===== config.mk =====
export PLATFORM = sky130hd
export DESIGN_NAME = mux3to1_rr_arb
export DESIGN_NICKNAME = d
export VERILOG_FILES = /design/src/rtl/mux3to1_rr_arb.sv
export SDC_FILE = /design/constraint.sdc
export NUM_CORES = 1
export LEC_CHECK = 0
export CELL_PAD_IN_SITES_DETAIL_PLACEMENT = 0
export CELL_PAD_IN_SITES_GLOBAL_PLACEMENT = 1
export CORE_UTILIZATION = 19
export DETAILED_ROUTE_END_ITERATION = 7
export PLACE_DENSITY_LB_ADDON = 0.1
export SETUP_SLACK_MARGIN = 0.02
export SYNTH_ARGS = -nofsm -noshare
export SYNTH_HDL_FRONTEND = slang
export SYNTH_SLANG_ARGS = --single-unit

===== constraint.sdc =====
create_clock -name clk -period 1.8 [get_ports clk]
set_input_delay 0.36 -clock clk [delete_from_list [all_inputs] [get_ports clk]]
set_output_delay 0.36 -clock clk [all_outputs]
set_load 0.005 [all_outputs]

===== src/rtl/mux3to1_rr_arb.sv =====
// rtl/mux3to1_rr_arb.sv - packet-level round-robin arbiter driving a shared 3:1 data mux
module mux3to1_rr_arb #(
    parameter int WIDTH = 8
) (
    input  logic             clk,
    input  logic             rst,
    input  logic [2:0]       req,
    input  logic [2:0]       last,
    input  logic [WIDTH-1:0] a_data,
    input  logic [WIDTH-1:0] b_data,
    input  logic [WIDTH-1:0] c_data,
    output logic [2:0]       ready,
    output logic [WIDTH-1:0] out_data,
    output logic             out_valid,
    output logic             out_last,
    input  logic             out_ready,
    output logic [1:0]       sel,
    output logic             busy
);

    typedef enum logic {
        IDLE = 1'b0,
        BUSY = 1'b1
    } state_t;

    state_t     state_q, state_d;
    logic [1:0] g_q, g_d;
    logic [1:0] ptr_q, ptr_d;

    logic [1:0] cand1, cand2;
    logic       beat;

    function automatic logic [1:0] inc3(input logic [1:0] x);
        return (x == 2'd2) ? 2'd0 : x + 2'd1;
    endfunction

    always_ff @(posedge clk) begin
        if (rst) begin
            state_q <= IDLE;
            g_q     <= 2'd0;
            ptr_q   <= 2'd2;
        end else begin
            state_q <= state_d;
            g_q     <= g_d;
            ptr_q   <= ptr_d;
        end
    end

    always_comb begin
        state_d   = state_q;
        g_d       = g_q;
        ptr_d     = ptr_q;
        cand1     = 2'd0;
        cand2     = 2'd0;
        beat      = 1'b0;
        sel       = 2'b11;
        busy      = 1'b0;
        out_valid = 1'b0;
        out_last  = 1'b0;
        out_data  = '0;
        ready     = 3'b000;

        case (state_q)
            IDLE: begin
                cand1 = inc3(ptr_q);
                cand2 = inc3(cand1);
                if (req[cand1]) begin
                    g_d = cand1;
                end else if (req[cand2]) begin
                    g_d = cand2;
                end else if (req[ptr_q]) begin
                    g_d = ptr_q;
                end
                if (|req) begin
                    ptr_d   = g_d;
                    state_d = BUSY;
                end
            end
            BUSY: begin
                sel       = g_q;
                busy      = 1'b1;
                out_valid = req[g_q];
                out_last  = last[g_q] & req[g_q];
                case (g_q)
                    2'd0:    begin out_data = a_data; ready = {2'b00, out_ready};       end
                    2'd1:    begin out_data = b_data; ready = {1'b0, out_ready, 1'b0};  end
                    2'd2:    begin out_data = c_data; ready = {out_ready, 2'b00};       end
                    default: begin out_data = '0;     ready = 3'b000;                   end
                endcase
                beat = out_valid & out_ready;
                // Handover skips the finishing requester so it cannot be regranted back-to-back.
                if (beat && out_last) begin
                    cand1 = inc3(g_q);
                    cand2 = inc3(cand1);
                    if (req[cand1]) begin
                        g_d   = cand1;
                        ptr_d = cand1;
                    end else if (req[cand2]) begin
                        g_d   = cand2;
                        ptr_d = cand2;
                    end else begin
                        state_d = IDLE;
                    end
                end
            end
            default: state_d = IDLE;
        endcase
    end

endmodule


# After elaboration in Yosys (flattened, before gate mapping)
# Cells that the tools add are included.
[totals] reg_bits=5 elab_cells=69
[classes] n_lt_le_gt_ge=6 bitwise=3 n_addsub=4 mux=40 n_eq_ne=8 reduce_logical=5
[ops] op="2-bit two-way mux" n=12
[ops] op="8-bit one-hot mux with 3 select lines" n=1
[ops] op="2-bit by 3-bit < comparator with 1-bit output (second input constant)" n=6
[ops] op="1-bit binary-select mux with 2-bit select" n=7
[ops] op="1-bit two-way mux" n=14
[ops] op="3-bit one-hot mux with 3 select lines" n=1
[ops] op="2-bit by 1-bit adder with 2-bit output (second input constant)" n=4
[ops] op="2-bit == test (second input constant)" n=4
[ops] op="8-bit two-way mux" n=1
[ops] op="2-bit one-hot mux with 2 select lines" n=2
[ops] op="3-bit two-way mux" n=1
[ops] op="3-bit by 1-bit inequality test with 1-bit output (second input constant)" n=1
[ops] op="3-bit AND reduction" n=1
[ops] op="3-bit OR reduction" n=1
[ops] op="1-bit bitwise AND" n=2
[ops] op="2-bit by 1-bit == test with 1-bit output (second input constant)" n=1
[ops] op="2-bit logical NOT" n=1
[ops] op="2-bit by 1-bit inequality test with 1-bit output (second input constant)" n=1
[ops] op="2-bit inequality test (second input constant)" n=1
[ops] op="1-bit one-hot mux with 2 select lines" n=1
[ops] op="2-bit AND reduction" n=1
[ops] op="1-bit logical AND" n=1
[ops] op="1-bit NOT" n=1

# Logic depth before layout (Yosys ltp)
# Gate-level depths: netlist (run 1).
[depth] ltp_word=10 ltp_mapped=6 mapped_depth_nobuf=5

# Worst setup path before layout (run 1)
# Ideal clock, no wire load.
[synth_path] kind="input -> register" start="in req[1]" end="reg ptr_q[1]" path_stages=6 slack_ns=0.088 path_buffers=1 t_arrival_ns=1.569 cell_sequence="clkbuf_1 nand2_1 or3_1 a31o_4 o21ai_1 o311ai_2"
[synth_via] elab_chain_cells=7 elab_cells_between_ends=27 classes_between="3 x eq/ne; 19 x mux; 2 x bitwise; 3 x reduce/logical"
[synth_lines] element="start, declared" line="7" source="input logic [2:0] req,"
[synth_lines] element="1-bit binary-select mux with 2-bit select" line="71" source="end else if (req[ptr_q]) begin"
[synth_lines] element="1-bit two-way mux (implied by the code)" line="71"
[synth_lines] element="2-bit two-way mux" line="71"
[synth_lines] element="2-bit two-way mux" line="69" source="end else if (req[cand2]) begin"
[synth_lines] element="2-bit two-way mux" line="67" source="if (req[cand1]) begin"
[synth_lines] element="2-bit two-way mux" line="74" source="if (|req) begin"
[synth_lines] element="2-bit one-hot mux with 2 select lines" line="63" source="case (state_q)"
[synth_lines] element="end signal, assigned" line="45" source="ptr_q <= ptr_d;"
[synth_lines] element="end, declared" line="28" source="logic [1:0] ptr_q, ptr_d;"
# Parallel ways exist; a longest one is shown, timed or not. The select of a mux whose other input is x is not followed.
# A chain may end at the register's enable or synchronous reset.

# Worst setup path in the final report (run 1)
[layout_path] start="in out_ready" end="reg ptr_q[0]"
[layout_via] elab_chain_cells=4
[layout_lines] element="start, declared" line="16" source="input logic out_ready,"
[layout_lines] element="1-bit bitwise AND" line="90" source="beat = out_valid & out_ready;"
[layout_lines] element="1-bit logical AND" line="92" source="if (beat && out_last) begin"
[layout_lines] element="2-bit by 1-bit inequality test with 1-bit output (no source line)"
[layout_lines] element="3-bit AND reduction (no source line)"
# Every way passes these cells.

==> results.txt, run 1 <==
----------------------------------------------------
[STA]
  Max-slew headroom at the worst pin ... about 77%
  Clock skew ... roughly 0.0062 ns
  Final min period ... roughly 1.8 ns
  Final setup violation count ... 1
  Final count of pins violating max slew ... 0
  Crit share post-route ... 100%
  Worst slew pin tran ... ~0.34 ns
  Setup repair after global routing missed its margin ... yes
  Hold Vio Cnt, Final ... 0
  Achievable Freq ... around 550 MHz
  Smallest setup slack after layout ... -0.00870 ns

[Route]
  Ratio of routed vias to standard cells ... roughly 4.4
  Residual antenna-violating net count after detailed routing ... 0
  Wire length per cell ... around 11 um
  Via count of the routed design ... around 960
  Count of unresolved DRC violations after routing ... 0
  First DRT Iteration DRCs ... 37
  DRT Pass-1 Iters ... 4
  Routed wire length ... 2370 um

[CTS]
  Longest Clk Path Bufs ... 2
  Clock root buffer ... clkbuf_4
  CTS clk-pin slew, worst paths ... 0.05 ns
  TritonCTS clock tree ... done
  CTS sink cnt ... 5
  Worst-skew pair later-pin latency ... ~0.25 ns
  H-tree depth reported by CTS ... 1
  CTS buffer count ... 3

[Setup path]
  Worst-path cell with the longest stage delay ... or4b_4
  Stage delay of the slowest cell on the critical path ... about 0.52 ns
  Biggest fanout along the worst timing path ... 8
  Required @ worst endpoint ... 1.93 ns
  Worst setup EP type ... register
  Cell family contributing the most delay on the critical path ... buffers and inverters
  Cell-by-cell listing of the critical path ... clkdlybuf4s50_1, inv_2, or4b_4, a31o_4, o211ai_1, o31ai_1
  Buf+Inv Stages, Crit Path ... 2
  Critical path start-end classification ... in -> reg
  Arrival time at the worst endpoint ... around 1.9 ns
  Crit path launch type ... input port

[GRT]
  Initial antenna violation count ... 0
  Largest net degree at the start of global routing ... 12
  Remaining Overflow, GRT ... 0
  First-pass GRT wire length ... between 3000 and 4000 um
  GRT Util Overall ... approximately 13%
  Via count of the first global-routing pass ... about 880

[Logic synthesis]
  Number of cells produced by synthesis ... 97
  Fraction of registers with async set/reset ... 0%
  Main synth FF type ... dfxtp_1
  Area of the mapped netlist ... ~660 um2
  Mean area per synthesized cell ... around 6.8 um2
  Synthesized net count ... 130
  Number of distinct library cell variants in the gate-level netlist after synthesis ... 33
  Flip-flop and latch count after synthesis ... 5
  Synth Warn # ... 0
  Sequential share of the synthesized area ... 15.1%
  Number of enable flip-flop cells after synthesis ... 0

[Floorplanning]
  Cell Rows ... 21
  Overall die area ... approximately 0.0037 mm2
  Vertical extent of the die ... approximately 61 um
  Initial Util ... between 10% and 20%
  Ports placed on the boundary ... between 40 and 50
  Die X-Extent ... slightly above 60 um
  Area of the placeable core ... approximately 0.0033 mm2

[Finish]
  Fraction of final layout cells with drive strength greater than 1 ... 32.7%
  Total number of nets in the final design ... 205
  Non-filler cells in the finished layout ... 217
  Number of antenna diodes ... 0
  Layout overhead on the synthesized area ... 114%
  Cell area after layout ... between 0.001 and 0.0015 mm2

[Run status]
  Violated checks ... negative setup slack
  Run status ... finished with violations

[Power and ir drop]
  Net switching power figure ... roughly 0.24 mW
  Total power ... just over 0.7 mW
  Sequential power share ... about a fifth
  Part of the total power dissipated in the clock network ... a little under a fifth
  Switching Share ... about a third
  Pwr per Cell Area ... 504 mW/mm2
  Fraction of power consumed by combinational cells ... between 60% and 70%
  Worst IR drop on VDD ... 0.147 mV
  Cell Int Power ... between 0.4 and 0.5 mW
  Leakage power summed over all cells ... roughly 0.64 nW

[Placement]
  Port Buf Inserts ... 48
  Total half-perimeter wirelength after legalization and detailed placement ... ~1900 um
  GP Congestion ... 0.782
  Cell Area, Placed ... between 0.001 and 0.0015 mm2
  Number of cells in the design after placement ... 204

[Flow run]
  Max Cap Viol ... 0

[Hold path]
  HP Class ... reg -> reg

----------------------------------------------------
[through the flow]
stage | utilization, % | hold WS (ns) | worst slack (ns) | TNS (ns)
2_1_floorplan | - | 0.439 | 0.0884 | 0
3_3_place_gp | 39.3 | 0.502 | -0.437 | -4.37
3_5_place_dp | 39.3 | 0.504 | -0.450 | -4.40
4_1_cts | 40.9 | 0.512 | -0.118 | -0.374
5_1_grt | 42.5 | 0.534 | -0.0545 | -0.199
6_report | 42.5 | 0.512 | -0.00870 | -0.00870
[cell usage after synthesis, types with 3 or more instances]
master	n	share of area (%)
a21oi_1	11	8.3
clkbuf_1	3	1.7
dfxtp_1	5	15
inv_1	4	2.3
mux2i_1	9	14
nand2_1	5	2.8
nand2b_1	4	3.8
nand3_1	3	2.3
nor2_1	21	12
nor3_1	4	3.0
o21ai_0	4	3.0
o31ai_1	3	3.4
[power groups by stage]
stage	Sequential, mW	Clock, mW	Combinational [mW]
after floorplan	0.132	0	0.195
after global placement	0.145	0	0.410
after detailed placement	0.144	0	0.409
after CTS	0.145	0.137	0.410
after global routing	0.147	0.141	0.476
final	0.144	0.134	0.436
[tightest hold or removal path, cell delays in order, from the launching register on]
cell and delay (ns):
dfxtp_1 0.31, o211ai_1 0.09, o31ai_1 0.07
[cell usage in the layout (no fill, tap or decap), types with 2 or more instances in the layout]
cell,count
nand3_1,3
buf_12,2
dlymetal6s2s_1,2
inv_1,3
clkbuf_2,8
a21oi_1,9
o31ai_1,3
dlygate4sd2_1,7
dfxtp_1,3
nand2_1,5
nor3_1,3
clkbuf_4,3
buf_6,2
mux2i_1,8
clkdlybuf4s50_1,28
buf_4,25
o21ai_0,4
nor2_1,21
dfxtp_4,2
nand2b_1,3
a21oi_2,2
[path summary, 6_finish.rpt]
check	end	slack, ns	depth (start not counted)	start
hold / removal	ptr_q[0]	0.51	2	ptr_q[0]
setup / recovery	ptr_q[0]	-0.009	6	out_ready
hold reg to reg	ptr_q[0]	0.51	2	ptr_q[0]
setup reg to reg	ptr_q[0]	0	6	g_q[1]
[cell type report]
cell class              instances  area, um2
multi-input cells              81        534
well taps                      46       57.6
clock buffers                   4       26.3
fillers                       371       1920
flip-flops and latches          5        108
repair buffers                 76        672
inverters                       5       20.0
[routing by layer]
metal	track usage (%)	wire [um]
met3	3.15	137
met1	16.9	1070
met2	21.9	1120
met4	5.84	36
met5	0	0
[registers in the layout (all words and copies together) (netlist names)]
signal	count
g_q	2
ptr_q	2
state_q	1
[logic make-up after synthesis]
kind of cell | after synthesis | synth area share (%)
flip-flops | 5 | 15.1
AND/OR/NAND/NOR | 43 | 31.4
buffers and inverters | 11 | 7.56
multiplexers | 11 | 17.6
AO/OA/AOI/OAI | 27 | 28.4
[what timing repair did]
action                                  in CTS  in global routing
gates resized for setup                     39                 21
pin swaps                                    5                  7
hold buffers                                 0                  0
endpoints found under the setup margin      19                 16
buffers inserted                             3                  7
Note: power is estimated with default switching activity, not from simulation.
==> inputs of run 2 (changes only) <==
--- a/config.mk
+++ b/config.mk
@@ -7,6 +7,7 @@
 export LEC_CHECK = 0
 export CELL_PAD_IN_SITES_DETAIL_PLACEMENT = 0
 export CELL_PAD_IN_SITES_GLOBAL_PLACEMENT = 1
+export CORE_MARGIN = 4
 export CORE_UTILIZATION = 19
 export DETAILED_ROUTE_END_ITERATION = 7
 export PLACE_DENSITY_LB_ADDON = 0.1
==> run 2 against run 1 <==
  * Critical path depth grew 1
  * Worst setup slack got worse by 0.16 ns
  * Sequential share of layout area down 0.35 points
  * Highest routed layer unchanged
  * Die area rose by 21%
  * Critical endpoint unchanged
  * First-iteration DRC count grew 35%
  * The flow still finishes with violations (negative setup slack)
  * Combinational power increased by 7.1%
  * Clock-buffer cell count shrank 1
==> results.txt, run 2 (synthesis gave the netlist of run 1 again) <==
----------------------------------------------------
[Placement]
  Total half-perimeter wirelength after legalization and detailed placement ... 2060 um (+7.9%)
  GP Congestion ... 0.723 (-7.5%)
  Number of cells in the design after placement ... 203 (-0.49%)
  Port Buf Inserts ... 48 (unchanged)

[Route]
  Ratio of routed vias to standard cells ... 4.46 (+0.69%)
  Wire length per cell ... 12.6 um (+16%)
  DRT Pass-1 Iters ... 4 (unchanged)
  First DRT Iteration DRCs ... 50 (+35%)
  Routed wire length ... 2780 um (+17%)
  Residual antenna-violating net count after detailed routing ... 0 (unchanged)
  Via count of the routed design ... 981 (+2.1%)
  Count of unresolved DRC violations after routing ... 0 (unchanged)

[Power and ir drop]
  Cell Int Power ... 0.482 mW (+2.1%)
  Part of the total power dissipated in the clock network ... 18.1% (-0.7 points)
  Leakage power summed over all cells ... 0.646 nW (+0.99%)
  Worst IR drop on VDD ... 0.214 mV (+46%)
  Pwr per Cell Area ... 512 mW/mm2 (+1.7%)
  Net switching power figure ... 0.261 mW (+8.1%)
  Total power ... 0.744 mW (+4.1%)
  Switching Share ... 35.1% (+1.3 points)
  Fraction of power consumed by combinational cells ... 62.8% (+1.8 points)
  Sequential power share ... 19.0% (-1.2 points)

[Floorplanning]
  Cell Rows ... 21 (unchanged)
  Area of the placeable core ... 0.00336 mm2 (+0.79%)
  Initial Util ... 19.7% (-0.15 points)
  Ports placed on the boundary ... 49 (unchanged)
  Die X-Extent ... 67.0 um (+9.8%)
  Vertical extent of the die ... 67.0 um (+9.8%)
  Overall die area ... 0.00449 mm2 (+21%)

[GRT]
  Remaining Overflow, GRT ... 0 (unchanged)
  Largest net degree at the start of global routing ... 13 (+1)
  Initial antenna violation count ... 0 (unchanged)
  Via count of the first global-routing pass ... 1017 (+16%)
  First-pass GRT wire length ... 4510 um (+22%)
  GRT Util Overall ... 12.8% (-0.65 points)

[STA]
  Achievable Freq ... 509 MHz (-8.0%)
  Setup repair after global routing missed its margin ... yes
  Crit share post-route ... 109% (+8.7 points)
  Clock skew ... 0.00685 ns (+0.000617 ns)
  Hold Vio Cnt, Final ... 0 (unchanged)
  Worst slew pin tran ... 0.364 ns (+0.0275 ns)
  Final count of pins violating max slew ... 0 (unchanged)
  Final setup violation count ... 10 (+9)
  Final min period ... 1.97 ns (+0.157 ns)
  Max-slew headroom at the worst pin ... 75.5% (-1.8 points)
  Smallest setup slack after layout ... -0.166 ns (-0.157 ns)

[Setup path]
  Cell-by-cell listing of the critical path ... buf_6, mux2i_2, buf_4, or4b_4, a31o_4, o211ai_1, o31ai_1
  Critical path start-end classification ... reg -> reg
  Cell family contributing the most delay on the critical path ... compound AO/OA/AOI/OAI gates
  Worst setup EP type ... register
  Arrival time at the worst endpoint ... 2.09 ns (+0.15 ns)
  Crit path launch type ... register
  Biggest fanout along the worst timing path ... 7 (-1)
  Required @ worst endpoint ... 1.92 ns (about the same)
  Buf+Inv Stages, Crit Path ... 2 (unchanged)
  Stage delay of the slowest cell on the critical path ... 0.48 ns (-0.04 ns)
  Worst-path cell with the longest stage delay ... or4b_4

[CTS]
  H-tree depth reported by CTS ... 1 (unchanged)
  Worst-skew pair later-pin latency ... 0.25 ns (about the same)
  Clock root buffer ... clkbuf_4
  CTS sink cnt ... 5 (unchanged)
  CTS buffer count ... 3 (unchanged)
  TritonCTS clock tree ... done
  Longest Clk Path Bufs ... 2 (unchanged)
  CTS clk-pin slew, worst paths ... 0.05 ns (about the same)

[Finish]
  Most common library cell in the layout ignoring fill and taps ... clkdlybuf4s50_1
  Fraction of final layout cells with drive strength greater than 1 ... 37.4% (+4.6 points)
  Number of antenna diodes ... 0 (unchanged)
  Final core occ ... 43.2% (+0.67 points)
  Non-filler cells in the finished layout ... 220 (+1.4%)
  Total number of nets in the final design ... 208 (+1.5%)
  Layout overhead on the synthesized area ... 119%
  Highest-count cells in the layout ignoring fill and taps ... clkdlybuf4s50_1 (31), buf_4 (26), nor2_1 (20)
  Largest registers ranked by flip-flop count ... g_q (2), ptr_q (2), state_q (1)

[Run status]
  Violated checks ... negative setup slack
  Run status ... finished with violations

[Flow run]
  Max Cap Viol ... 0 (unchanged)

[Hold path]
  HP Class ... reg -> reg

----------------------------------------------------
run 2: changes by cell type in the layout (fill, tap and decap cells not counted), moves of 3 or more:
| cell | change |
|---|---|
| buf_2 | +5 |
| buf_6 | +5 |
| clkbuf_2 | -4 |
| clkdlybuf4s50_1 | +3 |
run 2: final cells by class:
| cell class | count | area (um2) |
|---|---|---|
| Fill cell | 393 | 1910 |
| Inverter | 5 | 20.0 |
| Sequential cell | 5 | 105 |
| Tap cell | 46 | 57.6 |
| Clock inverter | 1 | 5.00 |
| Multi-Input combinational cell | 81 | 563 |
| Clock buffer | 3 | 22.5 |
| Timing Repair Buffer | 79 | 678 |
run 2: worst paths after layout:
| path | end | cells past startpoint | slack [ns] | start |
|---|---|---|---|---|
| worst max-delay path | ptr_q[0] | 7 | -0.17 | g_q[1] |
| worst min-delay path | ptr_q[1] | 2 | 0.54 | ptr_q[1] |
| worst max register to register | ptr_q[0] | 7 | -0.17 | g_q[1] |
| worst min register to register | ptr_q[1] | 2 | 0.54 | ptr_q[1] |
run 2: worst register-to-register path, delay by kind of cell (launching register included):
family / cells / cell delay (ns)
simple gates: 1 / 0.48
compound gates: 3 / 0.59
mux: 1 / 0.14
flops: 1 / 0.37
buf+inv: 2 / 0.25
run 2: per-stage QoR:
stage          setup TNS [ns]  setup slack (ns)  hold WS, ns  cell area [um2]
2_1_floorplan               0            0.0884        0.439              662
6_report               -0.667            -0.166        0.536             1450
5_1_grt                 -1.89            -0.230        0.554             1450
4_1_cts                -0.620            -0.167        0.529             1460
3_5_place_dp            -5.00            -0.459        0.519             1300
3_3_place_gp            -4.77            -0.438        0.509             1300
run 2: what timing repair did:
action	in CTS	in global routing
hold buffers	0	0
endpoints found under the setup margin	18	17
setup buffers	10	7
cloned	1	0
gates resized for setup	66	10
pin swaps	7	10
run 2: power by group through the flow:
stage / registers, mW / logic (mW) / clock network (mW)
2_1_floorplan: 0.132 / 0.195 / 0
3_3_place_gp: 0.142 / 0.411 / 0
3_5_place_dp: 0.142 / 0.412 / 0
5_1_grt: 0.144 / 0.516 / 0.151
6_report: 0.141 / 0.467 / 0.135
4_1_cts: 0.143 / 0.472 / 0.138
run 2: routing by layer:
metal | wire, um | share of wire [%] | GRT usage [%]
met1 | 1240 | 45 | 16.2
met2 | 1400 | 50 | 21.5
met3 | 128 | 4.6 | 3.71
met4 | 8 | 0.29 | 2.28
met5 | 0 | 0 | 0
